[config.mk]
export PLATFORM = sky130hd
export DESIGN_NAME = combat_unit
export DESIGN_NICKNAME = d
export VERILOG_FILES = /design/src/rtl/unit_pkg.sv /design/src/rtl/unit_cooldown.sv /design/src/rtl/combat_unit.sv
export SDC_FILE = /design/constraint.sdc
export NUM_CORES = 1
export LEC_CHECK = 0
export CORE_MARGIN = 1.5
export CORE_UTILIZATION = 43
export DETAILED_ROUTE_END_ITERATION = 12
export HOLD_SLACK_MARGIN = 0.08
export PLACE_DENSITY = 0.71
export SYNTH_ARGS = -nofsm -noshare
export SYNTH_HDL_FRONTEND = slang
export SYNTH_SLANG_ARGS = --single-unit
export TNS_END_PERCENT = 5
[constraint.sdc]
create_clock -name clk -period 2.45 [get_ports clk]
set_input_delay 0.6125 -clock clk [delete_from_list [all_inputs] [get_ports clk]]
set_output_delay 0.6125 -clock clk [all_outputs]
set_load 0.02 [all_outputs]
[src/rtl/unit_pkg.sv]
// Shared state/type encodings and the spawn stat table for combat_unit.
package unit_pkg;

  typedef enum logic [1:0] {
    ST_IDLE   = 2'd0,
    ST_DEPLOY = 2'd1,
    ST_ALIVE  = 2'd2,
    ST_DYING  = 2'd3
  } unit_state_e;

  typedef enum logic [1:0] {
    UT_NONE = 2'd0,
    UT_1    = 2'd1,
    UT_2    = 2'd2,
    UT_3    = 2'd3
  } unit_type_e;

  typedef struct packed {
    logic [7:0] hp;
    logic [7:0] pwr;
    logic [2:0] cd;
  } unit_stats_t;

  localparam unit_stats_t STATS_NONE = '{hp: 8'd0,   pwr: 8'd0,   cd: 3'd0};
  localparam unit_stats_t STATS_T1   = '{hp: 8'd159, pwr: 8'd15,  cd: 3'd1};
  localparam unit_stats_t STATS_T2   = '{hp: 8'd123, pwr: 8'd16,  cd: 3'd0};
  localparam unit_stats_t STATS_T3   = '{hp: 8'd155, pwr: 8'd133, cd: 3'd3};

  function automatic unit_stats_t lookup_stats(input unit_type_e t);
    case (t)
      UT_1:    return STATS_T1;
      UT_2:    return STATS_T2;
      UT_3:    return STATS_T3;
      default: return STATS_NONE;
    endcase
  endfunction

endpackage

[src/rtl/unit_cooldown.sv]
// Attack cooldown counter: load wins over decrement, decrement stops at zero.
module unit_cooldown #(
  parameter int CD_W = 3
) (
  input  logic            clk,
  input  logic            reset,
  input  logic            load_i,
  input  logic [CD_W-1:0] load_val_i,
  input  logic            dec_i,
  output logic            zero_o
);

  logic [CD_W-1:0] count_q, count_d;

  always_comb begin
    // NOTE: default first so every path assigns count_d and no latch is inferred.
    count_d = count_q;
    if (load_i) begin
      count_d = load_val_i;
    end else if (dec_i && (count_q != '0)) begin
      count_d = count_q - CD_W'(1);
    end
  end

  always_ff @(posedge clk or posedge reset) begin
    // NOTE: non-blocking so every register samples pre-edge values.
    if (reset) count_q <= '0;
    else       count_q <= count_d;
  end

  assign zero_o = (count_q == '0);

endmodule

[src/rtl/combat_unit.sv]
// One lane combatant slot: spawn, march, attack on contact, take damage, die.
// Optional macro COMBAT_UNIT_DYING_EN adds a DYING hold-off before the slot can respawn.
module combat_unit
  import unit_pkg::*;
#(
  parameter int POS_W       = 9,
  parameter int HP_W        = 8,
  parameter int DMG_W       = 8,
  parameter int SIDE        = 1,
  parameter int SPAWN_POS   = 400,
  parameter int CD_W        = 3,
  parameter int DEATH_TICKS = 4
) (
  input  logic             clk,
  input  logic             reset,
  input  logic             move_scen,
  input  logic             damage_scen,
  input  logic             can_spawn,
  input  logic [1:0]       spawn_type,
  input  logic [DMG_W-1:0] damage_in,
  input  logic [POS_W-1:0] unit_front,
  output logic             spawn_ack,
  output logic [POS_W-1:0] position,
  output logic [DMG_W-1:0] damage_out,
  output logic [1:0]       unit_type,
  output logic             dead
);

  localparam logic [POS_W-1:0] SPAWN_AT = (SIDE != 0) ? '0 : POS_W'(SPAWN_POS);
  localparam int CMP_W = (DMG_W > HP_W) ? DMG_W : HP_W;

  unit_state_e      state_q, state_d;
  unit_type_e       type_q, type_d;
  logic [POS_W-1:0] pos_q, pos_d;
  logic [HP_W-1:0]  hp_q, hp_d;
  logic [DMG_W-1:0] pwr_q, pwr_d;
  logic [CD_W-1:0]  cdmax_q, cdmax_d;
  logic [DMG_W-1:0] dmg_q, dmg_d;
  logic             ack_q, ack_d;

  logic             cd_load, cd_dec, cd_zero;
  logic [CD_W-1:0]  cd_load_val;
  logic             advance, kill;
  unit_stats_t      stats;

`ifdef COMBAT_UNIT_DYING_EN
  localparam int DT_W = (DEATH_TICKS > 1) ? $clog2(DEATH_TICKS) : 1;
  logic [DT_W-1:0] dcnt_q, dcnt_d;
`endif

  unit_cooldown #(.CD_W(CD_W)) u_cooldown (
    .clk        (clk),
    .reset      (reset),
    .load_i     (cd_load),
    .load_val_i (cd_load_val),
    .dec_i      (cd_dec),
    .zero_o     (cd_zero)
  );

  assign stats = lookup_stats(type_q);
  // A killing hit is one that would take health to zero or below.
  assign kill  = damage_scen && (CMP_W'(damage_in) >= CMP_W'(hp_q));

  always_comb begin
    if (SIDE != 0) advance = (unit_front > pos_q) && (pos_q != '1);
    else           advance = (unit_front < pos_q) && (pos_q != '0);
  end

  always_comb begin
    state_d     = state_q;
    type_d      = type_q;
    pos_d       = pos_q;
    hp_d        = hp_q;
    pwr_d       = pwr_q;
    cdmax_d     = cdmax_q;
    dmg_d       = '0;
    ack_d       = 1'b0;
    cd_load     = 1'b0;
    cd_load_val = '0;
    cd_dec      = 1'b0;
`ifdef COMBAT_UNIT_DYING_EN
    dcnt_d      = dcnt_q;
`endif
    case (state_q)
      ST_IDLE: begin
        if (can_spawn && (spawn_type != 2'd0)) begin
          state_d = ST_DEPLOY;
          ack_d   = 1'b1;
          type_d  = unit_type_e'(spawn_type);
        end
      end
      ST_DEPLOY: begin
        hp_d    = HP_W'(stats.hp);
        pwr_d   = DMG_W'(stats.pwr);
        cdmax_d = CD_W'(stats.cd);
        cd_load = 1'b1;
        pos_d   = SPAWN_AT;
        state_d = ST_ALIVE;
      end
      ST_ALIVE: begin
        if (kill) begin
`ifdef COMBAT_UNIT_DYING_EN
          state_d = ST_DYING;
          dcnt_d  = '0;
`else
          state_d = ST_IDLE;
`endif
        end else begin
          // Surviving hit: damage_in < hp_q, so the subtraction cannot wrap.
          if (damage_scen) hp_d = hp_q - HP_W'(damage_in);
          if (move_scen) begin
            if (advance) begin
              pos_d = (SIDE != 0) ? pos_q + POS_W'(1) : pos_q - POS_W'(1);
            end else if (cd_zero) begin
              dmg_d       = pwr_q;
              cd_load     = 1'b1;
              cd_load_val = cdmax_q;
            end else begin
              cd_dec = 1'b1;
            end
          end
        end
      end
`ifdef COMBAT_UNIT_DYING_EN
      ST_DYING: begin
        if (move_scen) begin
          if (dcnt_q == DT_W'(DEATH_TICKS - 1)) state_d = ST_IDLE;
          else                                  dcnt_d  = dcnt_q + DT_W'(1);
        end
      end
`endif
      default: state_d = ST_IDLE;
    endcase
  end

  always_ff @(posedge clk or posedge reset) begin
    if (reset) begin
      state_q <= ST_IDLE;
      type_q  <= UT_NONE;
      pos_q   <= SPAWN_AT;
      hp_q    <= '0;
      pwr_q   <= '0;
      cdmax_q <= '0;
      dmg_q   <= '0;
      ack_q   <= 1'b0;
    end else begin
      state_q <= state_d;
      type_q  <= type_d;
      pos_q   <= pos_d;
      hp_q    <= hp_d;
      pwr_q   <= pwr_d;
      cdmax_q <= cdmax_d;
      dmg_q   <= dmg_d;
      ack_q   <= ack_d;
    end
  end

`ifdef COMBAT_UNIT_DYING_EN
  always_ff @(posedge clk or posedge reset) begin
    if (reset) dcnt_q <= '0;
    else       dcnt_q <= dcnt_d;
  end
`endif

  assign spawn_ack  = ack_q;
  assign position   = pos_q;
  assign damage_out = dmg_q;
  assign unit_type  = (state_q == ST_ALIVE) ? type_q : UT_NONE;
  assign dead       = (state_q != ST_ALIVE);

endmodule
==> summary.md, run 1 <==
| Metric | Value |
|---|---|
| Status | complete, but fails checks |
| Failing checks | negative setup slack |
| R2R setup slack | -0.10 ns |
| Final setup vio count | 7 |
| PnR worst setup slack | -0.169 ns |
| RSZ-0062 raised after global routing | true |
| Slowest CP cell | or4_1 |
| Sum of negative setup slack | -0.695 ns |
| Fin area | 3550 um^2 |
| Sequential fraction of the synthesis area | 35.3% |
| Inst Count DP | 413 |
| Layout area overhead | 51.6% |
| Fin cells | 430 |
| Global Route Usage Sum | 22.7% |
| Placed cell areas | 3140 um^2 |
| Crit path required time | 2.65 ns |
| Largest cells by area after synthesis | dfrtp_1, ha_1, inv_1 |
| Vias in the first global route | 2281 |
| Fmax | 0.382 GHz |
| Hold EP | state_q[1]$_DFFE_PP0P_ |
| PwrDens | 859 nW/um^2 |
| Netlist Area Pre-Place | 2340 um^2 |
| Max_slew headroom | 64.9% |
| DRC Markers | 0 |
| Hold Violations, Final | 0 |
| Crit end category | flop |
| DIE WIDTH | 76.8 um |
| VDD IR-drop max | 0.000572 V |
| Worst path top cell family by delay | simple AND/OR/NAND/NOR gates |
| Critical path's largest stage delay | 0.52 ns |
| Most common cell in the netlist | inv_1 |
| Buf/Inv on CP | 3 |
| Clock latency at the later pin of the worst-skew pair | 0.29 ns |
| Net count reported at finish | 408 |
| Hold Path Class | reg -> reg |
| Slew at the pin with the worst max-slew slack | 0.525 ns |
| Critical path, cell by cell | clkdlybuf4s15_1 > ha_4 > buf_4 > a41o_1 > a21oi_2 > buf_4 > o211a_4 > or3_4 > or4_1 > o211ai_1 |
| FP Rows | 26 |
| Filler instances | 405 |
| Static leakage | 1.57 nW |
| Clock transition at path regs | 0.07 ns |
| Synth async-reset ratio | 100% |
| Routed via count | 2296 |
| Placer Congestion | 0.926 |
| Post-synth top flop | dfrtp_1 |
| Worst Path Arrival | 2.82 ns |
| Hold_sp | state_q[1]$_DFFE_PP0P_ |
| Synth Area per Inst | 8.90 um^2 |
| Drt wl/cell | 14.8 um |
| Clk root buf | clkbuf_8 |
| Largest net degree at the start of global routing | 34 |
| Fin. max-slew vios | 0 |
| Drt pass-1 iters | 4 |
| Initial core utilization | 45.2% |
| Port Buf Inserts | 42 |
| Starting DRT DRC Count | 142 |
| Netlist cell types | 50 |
| Cells on Worst Hold Path | 2 |
| WS Path Type | in -> reg |
| Commonest cells in the netlist | inv_1, dfrtp_1, ha_1, nor2_1, nand2_1 |
| Multi-input gate area in the final layout | 1570 um^2 |
| Final WL | 6380 um |
| # diodes | 0 |
| H-tree levels | 2 |
| Vias per Instance | 5.34 |
| Area of the core | 5170 um^2 |
| HPWL after DPL | 4520 um |
| Clock sink total | 33 |
| Layout cells sized above 1 | 31.4% |
| Area leader, netlist | dfrtp_1 |
| Number of CTS-inserted buffers | 5 |
| R2R cell count | 10 |
| First-pass GRT wire length | 10700 um |
| Crit Reg-Reg Endpoint | position[7]$_DFFE_PP0P_ |
| Worst Skew | 0.00862 ns |
| IO Pins | 45 |
| Top-area cell type share of the netlist area | 35.3% |
| Chip height | 76.8 um |
| CTS tree | built |
| Fin crit share | 107% |
| Register bit count reported by yosys | 33 |
| ANT nets after route | 0 |
| CP max FO | 4 |
| Startpoint types | input pin |
| Gr ovfl total | 0 |
| Reg area | 826 um^2 |
| CTS Buffer Depth | 2 |
| Initial antenna violation count | 0 |
| Max Cap Viol | 0 |
| Post-synthesis cell count | 263 |
| Synth warn | 0 |
| Cell mode on critical path | buf_4 |
| Min Tclk post-route | 2.62 ns |
| EDFF count, synth | 0 |
| R2r startpoint | position[4]$_DFFE_PP0P_ |
| Die ar. | 5890 um^2 |
==> layer usage <==
metal	global-route usage, %	wire length (um)
met1	28.6	2880
met2	40.0	3170
met3	4.05	217
met4	5.74	110
met5	0	0
==> registers in the layout, indices dropped and copies added, names as in the netlist <==
signal and count:
position 9, pwr_q 4, hp_q 8, u_cooldown.count_q 3, damage_out 4, state_q 2
type_q 2, spawn_ack 1
==> kinds of logic after synthesis <==
family                   share of synthesized area (%)
flip-flops                                        35.3
multiplexers                                     0.909
buffers and inverters                             9.14
AND/OR/NAND/NOR                                   15.8
AO/OA/AOI/OAI                                     23.9
adder cells (fa/ha/maj)                           13.7
other                                            0.160
XOR/XNOR                                          1.12
==> area by class of cell <==
type                            instances  share of cell area [%]
Clock inverter                          3                   0.635
Inverter                               39                    4.13
Sequential cell                        33                    23.3
Timing Repair Buffer                   96                    23.2
Clock buffer                            5                    1.94
Tap cell                               70                    2.47
Multi-Input combinational cell        184                    44.4
==> power by group <==
part	leakage (nW)	switching [mW]	internal, mW
Sequential	0.425	0.132	0.706
Combinational	1.11	0.963	0.823
Clock	0.0364	0.223	0.199
==> layout by cell type (no fill, tap or decap), drive strengths merged, types with 4 or more instances in the layout <==
master         count
dlygate4sd2       11
a211o              4
a211oi             4
a21o               6
o211ai             8
ha                24
clkdlybuf4s50     22
buf               56
dfrtp             33
a21oi             19
or3                5
o22ai              5
o21a               4
clkbuf             6
o21ai             10
nor3               8
nand2             20
nand4              7
nor2              22
inv               38
==> tightest hold or removal path, cell delays in order, from the launching register on <==
cell and delay [ns]:
dfrtp_1 0.36, nand2_1 0.05, o21ai_0 0.06
==> worst max path at each step <==
stage          slack (ns)                      end     startpoint  cells past startpoint
3_3_place_gp        -0.78  position[3]$_DFFE_PP0P_   damage_in[0]                      9
5_1_grt             -0.24  position[7]$_DFFE_PP0P_  unit_front[3]                     10
3_5_place_dp        -0.84  position[3]$_DFFE_PP0P_   damage_in[0]                      9
4_1_cts             -0.13  position[3]$_DFFE_PP0P_   damage_in[0]                      9
6_report            -0.17  position[7]$_DFFE_PP0P_  unit_front[3]                     10
2_1_floorplan       -0.29  position[3]$_DFFE_PP0P_   damage_in[0]                      8
==> through the flow <==
| step | power [mW] | hold WS, ns | utilization [%] | worst slack, ns |
|---|---|---|---|---|
| 2_1_floorplan | 1.88 | 0.457 | - | -0.286 |
| 3_3_place_gp | 2.37 | 0.482 | 60.7 | -0.784 |
| 3_5_place_dp | 2.40 | 0.475 | 60.7 | -0.840 |
| 4_1_cts | 3.00 | 0.505 | 67.0 | -0.128 |
| 5_1_grt | 3.30 | 0.544 | 68.6 | -0.235 |
| 6_report | 3.05 | 0.504 | 68.6 | -0.169 |
==> what timing repair did <==
item                                    in CTS  in global routing
gates resized for setup                     57                 21
gates cloned                                 0                  0
pin swaps                                   27                 20
hold buffers                                 0                  0
setup buffers                                8                  2
endpoints found under the setup margin      27                 18
Power figures use the tool's default switching activity.
==> run 2, diff against run 1 <==
--- a/config.mk
+++ b/config.mk
@@ -9,7 +9,7 @@
 export CORE_UTILIZATION = 43
 export DETAILED_ROUTE_END_ITERATION = 12
 export HOLD_SLACK_MARGIN = 0.08
-export PLACE_DENSITY = 0.71
+export PLACE_DENSITY_LB_ADDON = 0.1
 export SYNTH_ARGS = -nofsm -noshare
 export SYNTH_HDL_FRONTEND = slang
 export SYNTH_SLANG_ARGS = --single-unit
==> run 2 against run 1 <==
  * The flow still finishes with violations (negative setup slack)
  * Critical path depth fell by 2
  * Cell count rose by 0.93%
  * Via count rose by 1.1%
  * Cell area rose by 0.32%
  * Power rose by 1.4%
  * Largest cell class unchanged
  * Largest power group unchanged
==> summary.md, run 2 (synthesis gave the netlist of run 1 again) <==
| Metric | Value |
|---|---|
| Status | complete, but fails checks |
| Failing checks | negative setup slack |
| Initial antenna violation count | 0 |
| Hold Violations, Final | 0 |
| Post-CTS Hold Buffers | 0 |
| Max reg flops | 9 |
| R2R setup slack | -0.06 ns |
| Total chip power | 3.09 mW |
| Fmax | 0.392 GHz |
| Sum of negative setup slack | -0.461 ns |
| IO Pins | 45 |
| Final setup vio count | 10 |
| PnR worst setup slack | -0.0986 ns |
| Worst Path Arrival | 2.75 ns |
| Leading cell types in the layout, fill and taps excluded | buf_4, dfrtp_1, inv_1 |
| FP Rows | 26 |
| Starting DRT DRC Count | 130 |
| HPWL after DPL | 4750 um |
| PwrDens | 868 nW/um^2 |
| Layout area overhead | 52.1% |
| DRC Markers | 0 |
| CTS tree | built |
| Clock latency at the later pin of the worst-skew pair | 0.29 ns |
| Min Tclk post-route | 2.55 ns |
| Initial core utilization | 45.2% |
| Fin area | 3560 um^2 |
| Max Cap Viol | 0 |
| Number of CTS-inserted buffers | 5 |
| # diodes | 0 |
| Worst setup startpoint | unit_front[7] |
| Layout cells sized above 1 | 33.2% |
| Vias in the first global route | 2330 |
| Final WL | 6410 um |
| Port Buf Inserts | 42 |
| Drt pass-1 iters | 4 |
| Gr ovfl total | 0 |
| Min Hold Slack | 0.504 ns |
| Worst Skew | 0.00811 ns |
| WS Path Type | in -> reg |
| CTS Buffer Depth | 2 |
| R2r startpoint | position[2]$_DFFE_PP0P_ |
| Critical path's largest stage delay | 0.52 ns |
| Largest net degree at the start of global routing | 34 |
| Startpoint types | input pin |
| Hold Path Class | reg -> reg |
| Vias per Instance | 5.35 |
| Area of the core | 5170 um^2 |
| H-tree levels | 2 |
| Placed cell areas | 3150 um^2 |
| DIE WIDTH | 76.8 um |
| First-pass GRT wire length | 10800 um |
| ANT nets after route | 0 |
| Fin. max-slew vios | 0 |
| Clock sink total | 33 |
| Net count reported at finish | 413 |
| Hold_sp | pwr_q[3]$_DFFE_PP0P_ |
| Fin crit share | 104% |
| Static leakage | 1.57 nW |
| Die ar. | 5890 um^2 |
| Clock transition at path regs | 0.06 ns |
| Max_slew headroom | 64.8% |
| Commonest non-fill, non-tap cell in the layout | buf_4 |
| Crit path required time | 2.66 ns |
| CP max FO | 4 |
| Chip height | 76.8 um |
| Slowest CP cell | or4_1 |
| Slew at the pin with the worst max-slew slack | 0.525 ns |
| VDD IR-drop max | 0.000725 V |
| Global Route Usage Sum | 23.2% |
| Drt wl/cell | 14.8 um |
| RSZ-0062 raised after global routing | true |
| Routed via count | 2321 |
| Clk root buf | clkbuf_8 |
| Critical path, cell by cell | clkdlybuf4s15_1 > ha_4 > nand4_4 > or3_4 > o211a_4 > or3_4 > or4_1 > o211ai_1 |
| Crit end category | flop |
| Cell mode on critical path | or3_4 |
| Placer Congestion | 0.889 |
-- run 2: path summary, 6_finish.rpt --
| check | to | depth (start not counted) |
|---|---|---|
| worst min register to register | damage_out[3]$_DFF_PP0_ | 2 |
| worst max register to register | position[7]$_DFFE_PP0P_ | 8 |
| worst max-delay path | position[7]$_DFFE_PP0P_ | 8 |
| min in group asynchronous | u_cooldown.count_q[1]$_DFFE_PP0P_ | 3 |
| max in group asynchronous | hp_q[4]$_DFFE_PP0P_ | 3 |
| worst min-delay path | damage_out[3]$_DFF_PP0_ | 2 |
-- run 2: what timing repair did --
| item | CTS | global route |
|---|---|---|
| buffers inserted | 6 | 6 |
| resized for setup | 60 | 29 |
| pin swaps | 24 | 18 |
| setup endpoints to repair | 27 | 14 |
-- run 2: final cells by class --
class / instances / area (um^2)
clock buffer: 7 / 86.3
sequential: 33 / 826
multi-input combinational: 184 / 1590
inverter: 39 / 146
tap: 70 / 87.6
fill: 420 / 1610
timing repair buffer: 101 / 827
-- run 2: critical path, delay by kind of cell --
| family | cells | cell delay (ns) |
|---|---|---|
| buf+inv | 1 | 0.20 |
| fa+ha+maj | 1 | 0.29 |
| simple gates | 4 | 1.40 |
| compound gates | 2 | 0.25 |
-- run 2: per-layer routing --
layer	part of all wire [%]	GRT usage, %
met2	49	38.9
met5	0	0
met1	46	30.6
met3	4.3	3.69
met4	1.1	7.04
-- run 2: through the flow --
step	utilization [%]	setup WS [ns]	std cells
2_1_floorplan	-	-0.286	264
3_3_place_gp	61.0	-0.754	415
3_5_place_dp	61.0	-0.804	415
4_1_cts	67.4	-0.100	428
5_1_grt	68.8	-0.203	434
6_report	68.8	-0.0986	434
-- run 2: power by group --
part	switching (mW)	internal (mW)
clock network	0.188	0.223
logic	0.972	0.864
registers	0.136	0.707
total	1.30	1.79
